### src/rtl/nn_issue_ctrl.sv
// Multi-cycle issue controller: accepts one opcode at a time and sequences EX1/EX2/MEM/WB controls.
// Optional retire counter output enabled by macro NN_ISSUE_RETIRE_CNT_EN.
module nn_issue_ctrl #(
  parameter int unsigned MEM_TIMEOUT = 8
) (
  input  logic        clk,
  input  logic        rst_n,
  input  logic        instr_valid,
  output logic        instr_ready,
  input  logic [3:0]  opcode,
  input  logic        mem_ack,
  output logic        mem_req,
  output logic        mem_write,
  output logic        reg_write,
  output logic        mem_to_reg,
  output logic [2:0]  alu_ctrl1,
  output logic [2:0]  alu_ctrl2,
  output logic        busy,
  output logic        retire,
  output logic        illegal,
`ifdef NN_ISSUE_RETIRE_CNT_EN
  output logic [15:0] retire_cnt,
`endif
  output logic        mem_err
);

  typedef enum logic [2:0] {
    IDLE = 3'd0,
    EX1  = 3'd1,
    EX2  = 3'd2,
    MEM  = 3'd3,
    WB   = 3'd4
  } state_t;

  localparam logic [3:0] OP_ADD = 4'h1;
  localparam logic [3:0] OP_MUL = 4'h2;
  localparam logic [3:0] OP_SLT = 4'h3;
  localparam logic [3:0] OP_MAC = 4'h4;
  localparam logic [3:0] OP_LD  = 4'hE;
  localparam logic [3:0] OP_ST  = 4'hF;
  localparam logic [7:0] TIMEOUT_LAST = 8'(MEM_TIMEOUT - 1);

  state_t     stateR, nextStateS;
  logic [3:0] opcodeR;
  logic [7:0] memCntR, memCntNextS;
  logic       loadOpS, setIllegalS, setMemErrS;
  logic       illegalR, memErrR, retireS;

  function automatic logic isLegal(input logic [3:0] op);
    case (op)
      OP_ADD, OP_MUL, OP_SLT, OP_MAC, OP_LD, OP_ST: isLegal = 1'b1;
      default:                                      isLegal = 1'b0;
    endcase
  endfunction

  // ALU stage pair {stage1, stage2}; stage2 111 means pass-through
  function automatic logic [5:0] aluDecode(input logic [3:0] op);
    case (op)
      OP_ADD:       aluDecode = 6'b000_111;
      OP_MUL:       aluDecode = 6'b001_111;
      OP_SLT:       aluDecode = 6'b010_111;
      OP_MAC:       aluDecode = 6'b001_000;
      OP_LD, OP_ST: aluDecode = 6'b000_111;
      default:      aluDecode = 6'b111_111;
    endcase
  endfunction

  // State, latched opcode, MEM wait counter and the registered error pulses
  always_ff @(posedge clk or negedge rst_n) begin
    if (!rst_n) begin
      stateR   <= IDLE;
      opcodeR  <= 4'h0;
      memCntR  <= 8'd0;
      illegalR <= 1'b0;
      memErrR  <= 1'b0;
    end else begin
      stateR   <= nextStateS;
      memCntR  <= memCntNextS;
      illegalR <= setIllegalS;
      memErrR  <= setMemErrS;
      if (loadOpS) begin
        opcodeR <= opcode;
      end
    end
  end

  // Next-state sequencing and MEM timeout detection
  always_comb begin
    nextStateS  = stateR;
    memCntNextS = memCntR;
    loadOpS     = 1'b0;
    setIllegalS = 1'b0;
    setMemErrS  = 1'b0;
    case (stateR)
      IDLE: begin
        memCntNextS = 8'd0;
        if (instr_valid && isLegal(opcode)) begin
          nextStateS = EX1;
          loadOpS    = 1'b1;
        end else if (instr_valid) begin
          setIllegalS = 1'b1;
        end else begin
          nextStateS = IDLE;
        end
      end
      EX1: begin
        memCntNextS = 8'd0;
        if (opcodeR == OP_MAC) begin
          nextStateS = EX2;
        end else if ((opcodeR == OP_LD) || (opcodeR == OP_ST)) begin
          nextStateS = MEM;
        end else begin
          nextStateS = WB;
        end
      end
      EX2: nextStateS = WB;
      MEM: begin
        if (mem_ack) begin
          nextStateS  = (opcodeR == OP_ST) ? IDLE : WB;
          memCntNextS = 8'd0;
        end else if (memCntR == TIMEOUT_LAST) begin
          nextStateS  = IDLE;
          memCntNextS = 8'd0;
          setMemErrS  = 1'b1;
        end else begin
          memCntNextS = memCntR + 8'd1;
        end
      end
      WB:      nextStateS = IDLE;
      default: nextStateS = IDLE;
    endcase
  end

  // ST retires in the acknowledged MEM cycle since it has no writeback
  assign retireS     = (stateR == WB) || ((stateR == MEM) && (opcodeR == OP_ST) && mem_ack);
  assign instr_ready = (stateR == IDLE);
  assign busy        = (stateR != IDLE);
  assign mem_req     = (stateR == MEM);
  assign mem_write   = (stateR == MEM) && (opcodeR == OP_ST);
  assign reg_write   = (stateR == WB);
  assign mem_to_reg  = (stateR == WB) && (opcodeR == OP_LD);
  assign retire      = retireS;
  assign illegal     = illegalR;
  assign mem_err     = memErrR;
  assign {alu_ctrl1, alu_ctrl2} = (stateR == IDLE) ? 6'b111_111 : aluDecode(opcodeR);

`ifdef NN_ISSUE_RETIRE_CNT_EN
  logic [15:0] retireCntR;

  // Free-running retire count, wraps naturally at 16 bits
  always_ff @(posedge clk or negedge rst_n) begin
    if (!rst_n) begin
      retireCntR <= 16'd0;
    end else if (retireS) begin
      retireCntR <= retireCntR + 16'd1;
    end
  end

  assign retire_cnt = retireCntR;
`endif

endmodule

### config.mk
export PLATFORM = sky130hd
export DESIGN_NAME = nn_issue_ctrl
export DESIGN_NICKNAME = d
export VERILOG_FILES = /design/src/rtl/nn_issue_ctrl.sv
export SDC_FILE = /design/constraint.sdc
export NUM_CORES = 1
export LEC_CHECK = 0
export ABC_CLOCK_PERIOD_IN_PS = 2200
export CORE_UTILIZATION = 53
export CTS_BUF_LIST = sky130_fd_sc_hd__clkbuf_4 sky130_fd_sc_hd__clkbuf_8
export DETAILED_ROUTE_END_ITERATION = 12
export GPL_TIMING_DRIVEN = 1
export PLACE_DENSITY = 0.81
export RECOVER_POWER = 50
export SYNTH_ARGS = -nofsm -noshare
export SYNTH_HDL_FRONTEND = slang
export SYNTH_SLANG_ARGS = --single-unit
### constraint.sdc
create_clock -name clk -period 2.2 [get_ports clk]
set_clock_uncertainty 0.2 [all_clocks]
set_input_delay 0.44 -clock clk [delete_from_list [all_inputs] [get_ports clk]]
set_output_delay 0.44 -clock clk [all_outputs]
set_load 0.02 [all_outputs]
# ---- Yosys cells after proc, flatten, opt, wreduce, memory -nomap -nowiden
# Cells that the tools add are included.
# W data, S select, Z words.
dict set report word_totals {
  reg_bits 17
  output_inout_bits 15
}
dict set report op_classes {
  n_addsub 1
  n_eq_ne 19
  n_mux 23
  n_reduce_logical 13
}
# operator count
set ops {}
lappend ops {{$pmux W6 S4} 1}
lappend ops {{$mux W3} 7}
lappend ops {{$eq A4 B2 Y1 const B} 4}
lappend ops {{$eq A4 B4 Y1 const B} 4}
lappend ops {{$mux W8} 2}
lappend ops {{$pmux W8 S2} 1}
lappend ops {{$pmux W3 S4} 1}
lappend ops {{$mux W1} 10}
lappend ops {{$add A8 B1 Y8 const B} 1}
lappend ops {{$eq A4 B1 Y1 const B} 2}
lappend ops {{$eq A4 B3 Y1 const B} 2}
lappend ops {{$eq A8 B3 Y1 const B} 1}
lappend ops {{$eq A3 B2 Y1 const B} 2}
lappend ops {{$mux W6} 1}
lappend ops {{$ne A3 B2 Y1 const B} 2}
lappend ops {{$reduce_or A6 Y1} 1}
lappend ops {{$logic_and A1 B1 Y1} 4}
lappend ops {{$eq A3 B1 Y1 const B} 1}
lappend ops {{$eq A3 B3 Y1 const B} 1}
lappend ops {{$logic_not A3 Y1} 1}
lappend ops {{$reduce_bool A3 Y1} 1}
lappend ops {{$reduce_or A3 Y1} 1}
lappend ops {{$logic_or A1 B1 Y1} 2}
lappend ops {{$reduce_and A2 Y1} 1}
lappend ops {{other kinds (2)} 2}

# ---- Depth between registers and ports, before layout
# Gate-level depths: netlist (run 1).
dict set report logic_depth {
  word_depth 7
  mapped_depth 5
}

# ---- Worst setup path after synthesis (run 1)
# OpenSTA, ideal clock, no wires.
dict set report synth_timing {
  path_kind {register -> output}
  startpoint {reg stateR[2]}
  endpoint {out mem_to_reg}
  arrival_ns 1.689
  t_required_ns 1.560
  setup_slack_ns -0.129
  stages_incl_launch_ff 5
  path_buffers 1
  path_cell_list {dfrtp_1 > clkbuf_1 > nor3b_1 > nand2_1 > nor2_1}
}
dict set report synth_between {
  elab_chain_len 2
}
# item line_no
set synth_rtl {}
lappend synth_rtl {{start: declaration} 43} ;# state_t stateR, nextStateS;
lappend synth_rtl {{start signal: assignment} 77} ;# stateR <= nextStateS;
lappend synth_rtl {{$eq A3 B3 Y1} n/a}
lappend synth_rtl {{named net reg_write} 14} ;# output logic reg_write,
lappend synth_rtl {{$logic_and A1 B1 Y1} 141} ;# assign mem_to_reg = (stateR == WB) && (opcodeR == OP_LD);
lappend synth_rtl {{end: declaration} 15} ;# output logic mem_to_reg,
# The timed path passes the listed nets, and every way through them passes these cells.

# ---- Worst setup path in the final report (run 1)
dict set report layout_timing {
  startpoint {reg stateR[2]}
  endpoint {out alu_ctrl2[2]}
}
dict set report layout_between {
  elab_chain_len 2
}
# item line_no
set layout_rtl {}
lappend layout_rtl {{$logic_not A3 Y1} 145} ;# assign {alu_ctrl1, alu_ctrl2} = (stateR == IDLE) ? 6'b111_111 : aluDecode(opcodeR);
lappend layout_rtl {{$mux W6} 145}
lappend layout_rtl {{end: declaration} 17} ;# output logic [2:0] alu_ctrl2,
# Every way passes these cells.

==> results of run 1 <==
[cells in the mapped netlist, types with 3 or more instances]
master,number
a22oi_1,5
or4_1,4
nor2b_1,4
a21o_1,3
nand2b_1,3
clkbuf_1,11
dfrtp_1,17
nand2_1,11
o31ai_1,5
a211oi_1,3
a21oi_1,3
inv_1,7
o21ai_0,8
nor2_1,7
nand3_1,3
nand4_1,3
nor3b_1,5
[sequential cells by signal (all words and copies together) (netlist names)]
name,cells
illegal,1
memCntR,8
mem_err,1
opcodeR,4
stateR,3
[layout make-up]
cell class | instances | area (sq um)
multi-input combinational | 104 | 722
fill | 163 | 606
tap | 28 | 35.0
clock buffer | 3 | 22.5
timing repair buffer | 43 | 345
sequential | 17 | 429
clock inverter | 1 | 5.00
inverter | 7 | 26.3
[worst max-delay path by stage]
stage / end / from
6_report: alu_ctrl2[2] / stateR[2]
5_1_grt: alu_ctrl2[0] / stateR[2]
4_1_cts: alu_ctrl2[2] / stateR[2]
3_5_place_dp: retire / mem_ack
3_3_place_gp: retire / mem_ack
2_1_floorplan: alu_ctrl2[1] / stateR[1]
[report_power, final]
group | internal [mW] | switching (mW) | total (mW) | leakage (nW)
Combinational | 0.401 | 0.450 | 0.851 | 0.453
Clock | 0.0676 | 0.109 | 0.177 | 0.0177
Sequential | 0.369 | 0.0659 | 0.435 | 0.219
[cells in the final DEF (no fill, tap or decap), types with 4 or more instances in the layout]
cell type / n
nor2_1: 7
o31ai_1: 5
nand2_1: 11
or4_1: 4
nor2b_1: 4
inv_1: 7
buf_2: 4
a22oi_1: 5
o21ai_0: 8
clkdlybuf4s50_1: 6
buf_4: 20
dfrtp_1: 14
[metal layers]
layer	up-vias	global-route usage
met4	0	0.0905
met2	49	0.424
met5	-	0
met3	4	0.0278
met1	595	0.358
li1	593	-
[cell families (layout without fill, tap and decap cells)]
family          after synthesis  in the layout
simple gates                 57             57
xor+xnor                      3              3
flops                        17             17
compound gates               42             42
fa+ha+maj                     1              1
mux                           1              1
buf+inv                      23             54
[metrics by stage]
stage	setup slack [ps]	TNS (ps)	std cells
4_1_cts	6.38	0	203
2_1_floorplan	72.0	0	144
3_3_place_gp	-80.3	-133	198
6_report	52.8	0	203
3_5_place_dp	-74.4	-243	198
5_1_grt	8.31	0	203
[what timing repair did]
item | in CTS | in global routing
resized for setup | 33 | 13
cloned | 0 | 0
pin swaps | 0 | 1
endpoints found under the setup margin | 13 | 11
buffers inserted | 1 | 0
==> impl_results.md, run 1 <==
- Core Area: 2190 sq um
- Setup violators final: 0
- Dpl cell area: 1560 sq um
- EDFF count, synth: 0
- Max clock buf depth: 2
- Die Span Y: between 50 and 60 um
- Area leader, netlist: dfrtp_1
- Routed WL: approximately 2900 um
- Port bufs: 22
- Fin crit period: around 2100 ps
- Hold Fails Final Rpt: 0
- Root buffer cell: clkbuf_4
- Die W: between 50 and 60 um
- Vias: ~1200
- Max-slew headroom: 0.395
- Syn_nets: between 150 and 200
- Yosys cell types: between 40 and 50
- Worst min-delay path class: reg -> reg
- Worst Hold Depth: 1
- Simple-gate share of the synthesized area: 0.281
- Pin count of the biggest net entering global routing: 18
- Fraction of registers with async set/reset: 1.00
- I/O pins: 23
- Stages on worst setup path: 3
- Synth warn: 0
- Latest clock arrival within the worst-skew pair: approximately 300 ps
- DR WL/cell: 14.4 um
- CTS Buf Count: 3
- Max Cap Viol: 0
- Clock Pin Slew Worst Setup and Hold Paths: between 100 and 150 ps
- DRC errors left: 0
- Critical path buffer and inverter count: 1
- PwrDens: 923 nW/um^2
- Register area share after synthesis: 0.347
- WHS: around 330 ps
- Iteration count of the initial detailed-routing pass: 4
- Vias in the first global route: around 1100
- Post-synthesis xor/xnor area fraction: 0.0215
- Slowest cell on the critical path: or3_4
- Reg2reg end: opcodeR[0]
- Initial core utilization: 0.559
- Syn-to-layout area delta: 29.4%
- DR WL met3: around 170 um
- GRT Util Overall: 0.262
- #FFs+latches synth: 17
- Dominant synthesized flop cell: dfrtp_1
- Post-synthesis mux area share: 0.00817
- Adder-cell share of the synthesized area: 0.0102
- CP Launch Type: flop
- Reg2Reg Depth: 5
- Final Net Count: roughly 190
- TritonCTS clock tree: built
- Final Max Tran Viols: 0
- Die area: 2510 sq um
- Vias per cell: between 6 and 7
- Gp weighted congestion: around 0.82
- Final Cycle Share: 0.976
- Hold Path Sink: memCntR[2]
- Maximum clock rate: 0.466 GHz
- Area fraction in compound gates after synthesis: 0.247
- Crit end category: output port
- Routed Antenna Nets: 0
- Diodes inserted: 0
- Worst-path cell chain: or3_4 > nand3_1 > clkdlybuf4s15_2
- Mapped Cells: about 140
- Global-route wire length before repair: about 5000 um
- Worst EP required: about 1600 ps
- Initial antenna violation count: 0
- CP top delay family: simple AND/OR/NAND/NOR gates
- Final Util: 0.724
- Post-Route M1 WL: 1280 um
- Leakage: slightly below 0.7 nW
- Reg2reg setup slack: ~90 ps
- Wire length on met2: 1440 um
- Initial DRC Count: 50
- Syn_area_per_cell: approximately 8.5 sq um
- Share of layout cells above drive strength 1: 0.240
- Clk sinks: 17
- CTS Hold Bufs: 0
- RSZ-0062 raised after global routing: no
- Largest family of logic cells by synthesized area: simple AND/OR/NAND/NOR gates
- Post-synth top area share: 0.347
- Overflow after GRT: 0
- Max incr delay on CP: about 420 ps
- Critical path arrival: ~1500 ps
- Design Power: around 1.5 mW
- Reg-to-reg startpoint: stateR[2]
- Largest cells by area after synthesis: dfrtp_1 35%, clkbuf_1 3.4%, nand2_1 3.4%
- Maximum vdd drop: 0.856 mV
- Post-detail-place hpwl: approximately 2200 um
- Critical-path maximum fanout: 5
- Synth Cell Area: between 1000 and 1500 sq um
- Htree depth: 1
- Tightest Pin Transition: 907 ps
- Worst Path Class, Setup: reg -> out
- Highest metal used: met4
- Status: completed
- Cell area after layout: about 1600 sq um
- Row Count: 17
- Critical hold path startpoint: memCntR[2]
Power figures use the tool's default switching activity.
==> run 2, diff against run 1 <==
--- a/config.mk
+++ b/config.mk
@@ -10,7 +10,7 @@
 export CTS_BUF_LIST = sky130_fd_sc_hd__clkbuf_4 sky130_fd_sc_hd__clkbuf_8
 export DETAILED_ROUTE_END_ITERATION = 12
 export GPL_TIMING_DRIVEN = 1
-export PLACE_DENSITY = 0.81
+export PLACE_DENSITY = 0.93
 export RECOVER_POWER = 50
 export SYNTH_ARGS = -nofsm -noshare
 export SYNTH_HDL_FRONTEND = slang
==> impl_results.md, run 2 (synthesis gave the netlist of run 1 again) <==
- Final Max Tran Viols: 0 (unchanged)
- Row Count: 17 (unchanged)
- Fin crit period: 2250 ps (+100 ps)
- Worst min-delay path class: reg -> reg
- Diodes inserted: 0 (unchanged)
- Vias in the first global route: 1145 (-0.17%)
- Status: complete, but fails checks
- Clk sinks: 17 (unchanged)
- Initial core utilization: 0.559 (unchanged)
- Clock power frac: 0.126 (+0.005)
- Power share of the sequential group: 0.313 (+0.016)
- Vias: 1232 (-0.73%)
- Vias per cell: 6.13 (+0.26%)
- Combinational share of power: 0.561 (-0.021)
- Final setup margin: -47.2 ps (-100 ps)
- Max reg flops: 8 (unchanged)
- Max Cap Viol: 0 (unchanged)
- Pin count of the biggest net entering global routing: 18 (unchanged)
- Dpl cell area: 1540 sq um (-0.96%)
- Syn-to-layout area delta: 25.9%
- Multi-input logic area: 717 sq um (-0.69%)
- Worst Path Class, Setup: reg -> out
- Cell area after layout: 1540 sq um (-2.7%)
- Die area: 2510 sq um (unchanged)
- Routed Antenna Nets: 0 (unchanged)
- Filler cells: 166 (+1.8%)
- CTS Buf Count: 3 (unchanged)
- Root buffer cell: clkbuf_4
- Tightest Pin Transition: 932 ps (+25.7 ps)
- Leading cell type in the layout, fill and taps excluded: buf_4
- Routed WL: 3070 um (+4.6%)
- Latest clock arrival within the worst-skew pair: 300 ps (about the same)
- Die Span Y: 50.1 um (unchanged)
- Setup violators final: 1 (+1)
- Design Power: 1.45 mW (-1.2%)
- I/O pins: 23 (unchanged)
- Cell Int Power: 0.799 mW (-4.7%)
- Crit end category: output port
- Switching fraction of total power: 0.447 (+0.0203)
- Critical path arrival: 1610 ps (+100 ps)
- DR WL/cell: 15.3 um (+5.7%)
- FF/Latch Area: 429 sq um (unchanged)
- P_sw: 0.647 mW (+3.5%)
- Maximum clock rate: 0.445 GHz (-4.4%)
- Max incr delay on CP: 460 ps (+40 ps)
- Failing checks: setup timing
- GRT Util Overall: 0.259 (-0.00290)
- Max-slew headroom: 0.378 (-0.0171)
- Final Cycle Share: 1.02 (+0.0454)
- Core Area: 2190 sq um (unchanged)
- Clock Pin Slew Worst Setup and Hold Paths: 110 ps (about the same)
- Leakage: 0.666 nW (-3.5%)
- Largest registers: memCntR: 8 flops, opcodeR: 4 flops, stateR: 3 flops
- Initial DRC Count: 29 (-42%)
- Final Net Count: 183 (-1.1%)
- Iteration count of the initial detailed-routing pass: 4 (unchanged)
- Overflow after GRT: 0 (unchanged)
- Biggest register: memCntR
- Critical-path maximum fanout: 6 (+1)
- Global-route wire length before repair: 4950 um (-2.0%)
- Slowest cell on the critical path: dfrtp_2
- Worst EP required: 1560 ps (about the same)
- Share of layout cells above drive strength 1: 0.231 (-0.00879)
- PwrDens: 937 nW/um^2 (+1.5%)
- Post-detail-place hpwl: 2250 um (+2.2%)
- Initial antenna violation count: 0 (unchanged)
- Maximum vdd drop: 0.712 mV (-17%)
- Htree depth: 1 (unchanged)
- Gp weighted congestion: 0.817 (about the same)
- Final Util: 0.704 (-0.0194)
- TritonCTS clock tree: built
- Hold Fails Final Rpt: 0 (unchanged)
- DRC errors left: 0 (unchanged)
- Highest-count cells in the layout ignoring fill and taps: 18 x buf_4, 14 x dfrtp_1, 11 x nand2_1, 8 x buf_2
- Port bufs: 22 (unchanged)
- Max clock buf depth: 2 (unchanged)
- Worst-path cell chain: xor2_1 > o211a_1 > o21ai_0 > buf_2
- Die W: 50.1 um (unchanged)
- CP Launch Type: flop
-- run 2: cell count changes in the layout (fill, tap and decap cells not counted), sizes merged --
cell,delta
dlygate4sd2,+1
clkdlybuf4s15,-5
clkdlybuf4s50,-1
buf,+2
dlygate4sd3,+1
clkinv,-1
clkinvlp,+1
-- run 2: final timing paths --
kind / start / to / slack (ps) / cells past startpoint
worst max-delay path: opcodeR[1] / alu_ctrl1[1] / -50 / 4
worst min-delay path: memCntR[2] / memCntR[2] / 330 / 1
worst max register to register: stateR[2] / opcodeR[0] / 90 / 4
worst min register to register: memCntR[2] / memCntR[2] / 330 / 1
max in group asynchronous: rst_n / opcodeR[2] / 600 / 2
min in group asynchronous: rst_n / memCntR[6] / 570 / 2
-- run 2: power groups by stage --
stage / combinational, mW / clock, mW / sequential (mW)
detailed placement: 0.818 / 0 / 0.445
floorplan: 0.520 / 0 / 0.413
finish: 0.811 / 0.183 / 0.452
global route: 0.870 / 0.192 / 0.461
CTS: 0.807 / 0.184 / 0.445
global placement: 0.784 / 0 / 0.439
-- run 2: metal layers --
layer | global-route usage | wire length, um
met2 | 0.453 | 1590
met4 | 0.110 | 75
met1 | 0.311 | 1290
met3 | 0.0370 | 109
met5 | 0 | 0
-- run 2: repair_timing --
action / in CTS / in global routing
hold endpoints to repair: 0 / 0
setup endpoints to repair: 13 / 10
setup buffers: 0 / 1
gates cloned: 0 / 0
hold buffers: 0 / 0
gates resized for setup: 38 / 13
-- run 2: metrics by stage --
stage               hold slack, ps  TNS [ps]  cells  worst slack, ps
CTS                            247     -3.57    200            -3.57
global placement               282      -239    196             -126
floorplan                    -55.6         0    144             72.0
detailed placement             309      -492    196             -131
finish                         332     -47.2    201            -47.2
global route                   343      -127    201             -127
-- run 2: cell type report --
| class | instances | area share |
|---|---|---|
| Clock buffer | 3 | 0.0146 |
| Multi-Input combinational cell | 104 | 0.465 |
| Tap cell | 28 | 0.0227 |
| Sequential cell | 17 | 0.278 |
| Timing Repair Buffer | 41 | 0.198 |
| Inverter | 7 | 0.0170 |
| Clock inverter | 1 | 0.00487 |
-- run 2: critical path, delay by kind of cell, from the launching register on --
kind	cells	cell delay (ps)
AO/OA/AOI/OAI	2	440
XOR/XNOR	1	170
buffers and inverters	1	230
flip-flops	1	460
